<file path="src/rtl/fetch_sequencer_pkg.sv">
// Shared definitions for the fetch sequencer and the decode logic that drives it.
package fetch_sequencer_pkg;

  typedef enum logic [1:0] {
    StIdle,
    StRun,
    StDone
  } seq_state_t;

  localparam int unsigned DefPcW  = 8;
  localparam int unsigned DefIdxW = 4;

  // Decoder raises halt when it sees this opcode.
  localparam logic [3:0] OpHalt = 4'hF;

endpackage

</file>
<file path="src/rtl/branch_lut.sv">
// Writable branch-target table: one synchronous write port, one combinational read port.
module branch_lut #(
  parameter int unsigned PC_W  = 8,
  parameter int unsigned IDX_W = 4
) (
  input  logic             clk,
  input  logic             reset,
  input  logic             we,
  input  logic [IDX_W-1:0] waddr,
  input  logic [PC_W-1:0]  wdata,
  input  logic [IDX_W-1:0] raddr,
  output logic [PC_W-1:0]  rdata
);

  localparam int unsigned Depth = 2 ** IDX_W;

  logic [PC_W-1:0] mem_q [Depth];

  always_ff @(posedge clk or posedge reset) begin
    if (reset) begin
      for (int i = 0; i < Depth; i++) begin
        mem_q[i] <= '0;
      end
    end else if (we) begin
      mem_q[waddr] <= wdata;
    end
  end

  // Same-index write and read in one cycle returns the old entry.
  assign rdata = mem_q[raddr];

endmodule

</file>
<file path="src/rtl/fetch_sequencer.sv">
// Program sequencer: start/done handshake, table-driven branches, stall, halt, cycle counter.
module fetch_sequencer
  import fetch_sequencer_pkg::*;
#(
  parameter int unsigned     PC_W       = DefPcW,
  parameter int unsigned     IDX_W      = DefIdxW,
  parameter int unsigned     CNT_W      = 16,
  parameter logic [PC_W-1:0] START_ADDR = '0,
  parameter bit              WRAP_HALT  = 1'b1
) (
  input  logic             clk,
  input  logic             reset,
  input  logic             start,
  input  logic             stall,
  input  logic             halt,
  input  logic             br_take,
  input  logic             br_abs,
  input  logic [IDX_W-1:0] br_idx,
  input  logic             lut_we,
  input  logic [IDX_W-1:0] lut_waddr,
  input  logic [PC_W-1:0]  lut_wdata,
  output logic [PC_W-1:0]  pc,
  output logic             busy,
  output logic             done,
  output logic [CNT_W-1:0] cycle_cnt
);

  seq_state_t       state_q;
  logic [PC_W-1:0]  pc_q;
  logic [CNT_W-1:0] cnt_q;
  logic             busy_q;
  logic             done_q;
  logic [PC_W-1:0]  tgt;
  logic [PC_W-1:0]  pc_inc;

  branch_lut #(
    .PC_W  (PC_W),
    .IDX_W (IDX_W)
  ) u_lut (
    .clk   (clk),
    .reset (reset),
    .we    (lut_we),
    .waddr (lut_waddr),
    .wdata (lut_wdata),
    .raddr (br_idx),
    .rdata (tgt)
  );

  assign pc_inc = pc_q + PC_W'(1);

  always_ff @(posedge clk or posedge reset) begin
    if (reset) begin
      state_q <= StIdle;
      pc_q    <= START_ADDR;
      cnt_q   <= '0;
      busy_q  <= 1'b0;
      done_q  <= 1'b0;
    end else begin
      unique case (state_q)
        StIdle, StDone: begin
          if (start) begin
            state_q <= StRun;
            pc_q    <= START_ADDR;
            cnt_q   <= '0;
            busy_q  <= 1'b1;
            done_q  <= 1'b0;
          end
        end
        StRun: begin
          if (cnt_q != {CNT_W{1'b1}}) begin
            cnt_q <= cnt_q + CNT_W'(1);
          end
          if (!stall) begin
            if (halt) begin
              state_q <= StDone;
              busy_q  <= 1'b0;
              done_q  <= 1'b1;
            end else if (br_take) begin
              // Relative offsets are two's complement; plain modular add covers both signs.
              pc_q <= br_abs ? tgt : pc_q + tgt;
            end else begin
              pc_q <= pc_inc;
              if (WRAP_HALT && (pc_inc == '0)) begin
                state_q <= StDone;
                busy_q  <= 1'b0;
                done_q  <= 1'b1;
              end
            end
          end
        end
        default: begin
          state_q <= StIdle;
          busy_q  <= 1'b0;
          done_q  <= 1'b0;
        end
      endcase
    end
  end

  assign pc        = pc_q;
  assign busy      = busy_q;
  assign done      = done_q;
  assign cycle_cnt = cnt_q;

endmodule

</file>
<file path="config.mk">
export PLATFORM = sky130hd
export DESIGN_NAME = fetch_sequencer
export DESIGN_NICKNAME = d
export VERILOG_FILES = /design/src/rtl/fetch_sequencer_pkg.sv /design/src/rtl/branch_lut.sv /design/src/rtl/fetch_sequencer.sv
export SDC_FILE = /design/constraint.sdc
export NUM_CORES = 1
export LEC_CHECK = 0
export CORE_AREA = 3 3 126 128
export DETAILED_ROUTE_END_ITERATION = 12
export DIE_AREA = 0 0 129 131
export PLACE_DENSITY_LB_ADDON = 0.1
export SLEW_MARGIN = 20
export SYNTH_ARGS = -nofsm -noshare
export SYNTH_HDL_FRONTEND = slang
export SYNTH_SLANG_ARGS = --single-unit
</file>
<file path="constraint.sdc">
create_clock -name clk -period 7.54 [get_ports clk]
set_input_delay 0.754 -clock clk [delete_from_list [all_inputs] [get_ports clk]]
set_output_delay 0.754 -clock clk [all_outputs]
set_load 0.005 [all_outputs]
</file>
==> results.ini <==
[synthesis]
synthesis.area_per_instance_um2 = 13.2
syn-instance-count = 588
synth_fp_nets = 623
yosys_warnings = 0
mappedNetlistArea_um2 = 7770
synth-seq-area-share_pct = 49.9
synth-seq-cells = 155
synth_cell_types = 50

[place]
gp_routability_congestion = 0.857
placement.setup.worst_slack_ps = 3030
dp.final_hpwl_mm = 11.4
placedInstanceArea_um2 = 8400
port-buffer-count = 49
dpl.cell_count = 802

[floorplanning]
die_h_um = 131
coreArea_um2 = 15000
start_util_pct = 51.9
design.die.area_um2 = 16900
io_pins = 50
die_width_um = 129
num_rows = 45

[power]
share_comb_of_total_power_pct = 22.5
intPower_mw = 1.92
switching_power_mw = 0.713
static-leakage-power_nw = 3.82
worst_ir_drop_vdd_uv = 154
power.density_nw_per_um2 = 291
power.share.sequential_pct = 43.4
pwr_total_mw = 2.63
pwr-share-clk_pct = 34.1
power.share.switching_pct = 27.1

[cells_and_area]
final_net_count = 668
syn2layout_area_growth_pct = 16.0
number_of_fill_cells = 1177
final_cell_area_um2 = 9020
layoutNonFillerInstCount = 832
most-common-layout-cells = sky130_fd_sc_hd__dfrtp_1, sky130_fd_sc_hd__mux2_2, sky130_fd_sc_hd__clkdlybuf4s50_1, sky130_fd_sc_hd__nor2_1
finalCoreUtilization_pct = 60.2
antenna_cells_inserted = 0
most_common_cell_after_layout_fill_and_taps_aside = sky130_fd_sc_hd__dfrtp_1
final_layout_size_suffix_gt1_share_pct = 30.9

[global_route]
track_usage_pct = 21.6
antenna_found_initial = 0
overflow_after_grt = 0
first_global_vias = 5074
grt_start_max_net_pins = 84
first_pass_grt_wire_length_mm = 27.5

[route]
totalWireLength_mm = 17.5
initialDrtViolationCount = 241
wl_per_cell_um = 21.0
drt_pass1_iterations = 4
via_per_inst = 6.03
drtAntennaViolNets = 0
drt_drc_violations_left = 0
dr_total_vias = 5015

[timing]
finalSetupTns_ps = 0
finClkSkew_ps = 5.22
setup_viol_count_final = 0
finalHoldWorstSlack_ps = 500
max_clock_freq_mhz = 249
grt_setup_unrepaired = false
finalHoldViolations = 0
layout_min_cycle_time_ps = 4020
fin_crit_sh_pct = 53.3
slew_viols_final = 0
max_slew.worst_pin.slew_ps = 1120
final.setup.worst_slack_ps = 3520
worst_slew_margin_rel_pct = 24.8

[cts]
clkTransAtPathRegs_ps = 60
cts_resized = 0
clk_latency_ps = 430
postCtsHoldBufs = 0
cts.sink_count = 155
htree_num_levels = 4
cts_setup_buffers = 0
clock_tree_from_tritoncts = built
cts.path.max_buffers = 2
ctsRootBufferMaster = sky130_fd_sc_hd__clkbuf_16
number_of_clock_buffers_inserted_by_tritoncts = 17

[min_path]
whs_path_depth = 1
worstHoldStart = u_lut.mem_q[34]$_DFFE_PP0P_
hold-path-endpoint = u_lut.mem_q[34]$_DFFE_PP0P_
min_path_type = reg2reg

[worst_setup_path]
critical_path.reg2reg.endpoint = pc[6]$_DFFE_PP0P_
regToRegSetupSlack_ps = 4380
worstSetupStartpointType = input pin
cp.arrival_ps = 4360
cp.buffers_inverters = 2
critPathMaxStageDelay_ps = 620
rr_startpoint = u_lut.mem_q[112]$_DFFE_PP0P_
worstRegToRegCells = 12
cp-end-kind = flip-flop
slowest_stage = sky130_fd_sc_hd__buf_2
crit_type = in2reg
cpMostUsedCell = sky130_fd_sc_hd__a21oi_1
critical_path_peak_fanout = 24
path_cells = buf_2 > buf_4 > mux4_2 > mux2i_1 > a21oi_1 > ha_1 > fa_1 > a21o_1 > a21oi_1 > o21bai_1 > a21oi_1 > o32ai_1 > a31oi_1
cp_data_required_time_ps = 7890
cpLargestDelayFamily = compound AO/OA/AOI/OAI gates

[run_status]
run_status = finished clean

[flow_run]
maxCapViolations = 0

[cells by family (layout without fill, tap and decap cells)]
kind of cell / Yosys count / in the layout / share of synthesized area (%)
multiplexers: 172 / 172 / 30.1
flip-flops: 155 / 155 / 49.9
AND/OR/NAND/NOR: 127 / 127 / 8.45
buffers and inverters: 37 / 93 / 2.25
AO/OA/AOI/OAI: 68 / 68 / 5.44
adder cells (fa/ha/maj): 11 / 11 / 1.87
XOR/XNOR: 18 / 18 / 2.03
[area by class of cell]
cell class | instances | area, um2 | share of cell area [%]
clock inverter | 10 | 168 | 1.86
timing repair buffer | 55 | 534 | 5.92
tap | 188 | 235 | 2.61
sequential | 155 | 3880 | 43.0
inverter | 8 | 35.0 | 0.388
multi-input combinational | 396 | 3720 | 41.3
clock buffer | 20 | 447 | 4.95
[synthesized netlist by cell type (all sizes together)]
master	instances	area (um2)
a31oi	5	31.3
a41oi	1	8.76
nand2b	6	37.5
o221ai	3	26.3
nor2	36	135
nor2b	12	75.1
nor3b	1	7.51
o32ai	2	17.5
and4	2	17.5
a211o	1	8.76
nor4	2	18.8
xor2	13	114
and3b	1	8.76
clkbuf	20	75.1
fa	1	20.0
inv	8	30.0
o21a	1	7.51
nor4bb	1	10.0
ha	10	125
a31o	2	17.5
dfrtp	155	3880
a21oi	18	90.1
a21o	2	15.0
mux2	129	1450
mux2i	9	90.1
o21ai	18	90.1
o21bai	2	15.0
a211oi	9	67.6
or3b	1	8.76
nand4	11	68.8
o22ai	2	12.5
and2	2	12.5
buf	9	70.1
a21boi	1	7.51
nand2	26	97.6
nor3	8	60.1
xnor2	5	43.8
and3	5	31.3
or3	2	12.5
mux4	34	796
nand3	11	55.1
o31ai	1	7.51
[per-layer routing]
metal	up-vias	track usage, %	part of all wire, %
li1	2284	-	-
met1	2584	28.8	45
met2	109	35.0	49
met3	38	3.90	3.7
met4	0	9.26	2.8
met5	-	0	0
[registers in the layout, summed over array words and instances, names as in the netlist]
name / flops
u_lut.mem_q: 128
pc: 8
done: 1
busy: 1
cycle_cnt: 16
state_q: 1
[power groups by stage]
| stage | Sequential [mW] | Clock [mW] | Combinational (mW) |
|---|---|---|---|
| 4_1_cts | 1.14 | 0.911 | 0.596 |
| 5_1_grt | 1.16 | 0.942 | 0.651 |
| 6_report | 1.14 | 0.895 | 0.591 |
| 2_1_floorplan | 1.11 | 0 | 0.441 |
| 3_3_place_gp | 1.14 | 0 | 0.574 |
| 3_5_place_dp | 1.15 | 0 | 0.593 |
[worst max-delay path by stage]
stage	depth (start not counted)	slack, ps	end	start
after global placement	12	3130	pc[6]$_DFFE_PP0P_	br_idx[0]
after floorplan	1	2610	busy$_DFFE_PP0P_	reset
after global routing	12	3260	pc[6]$_DFFE_PP0P_	br_idx[0]
final	13	3520	pc[6]$_DFFE_PP0P_	br_idx[0]
after CTS	12	3480	pc[6]$_DFFE_PP0P_	br_idx[0]
after detailed placement	12	3030	pc[6]$_DFFE_PP0P_	br_idx[0]
(Power assumes the default switching activity.)
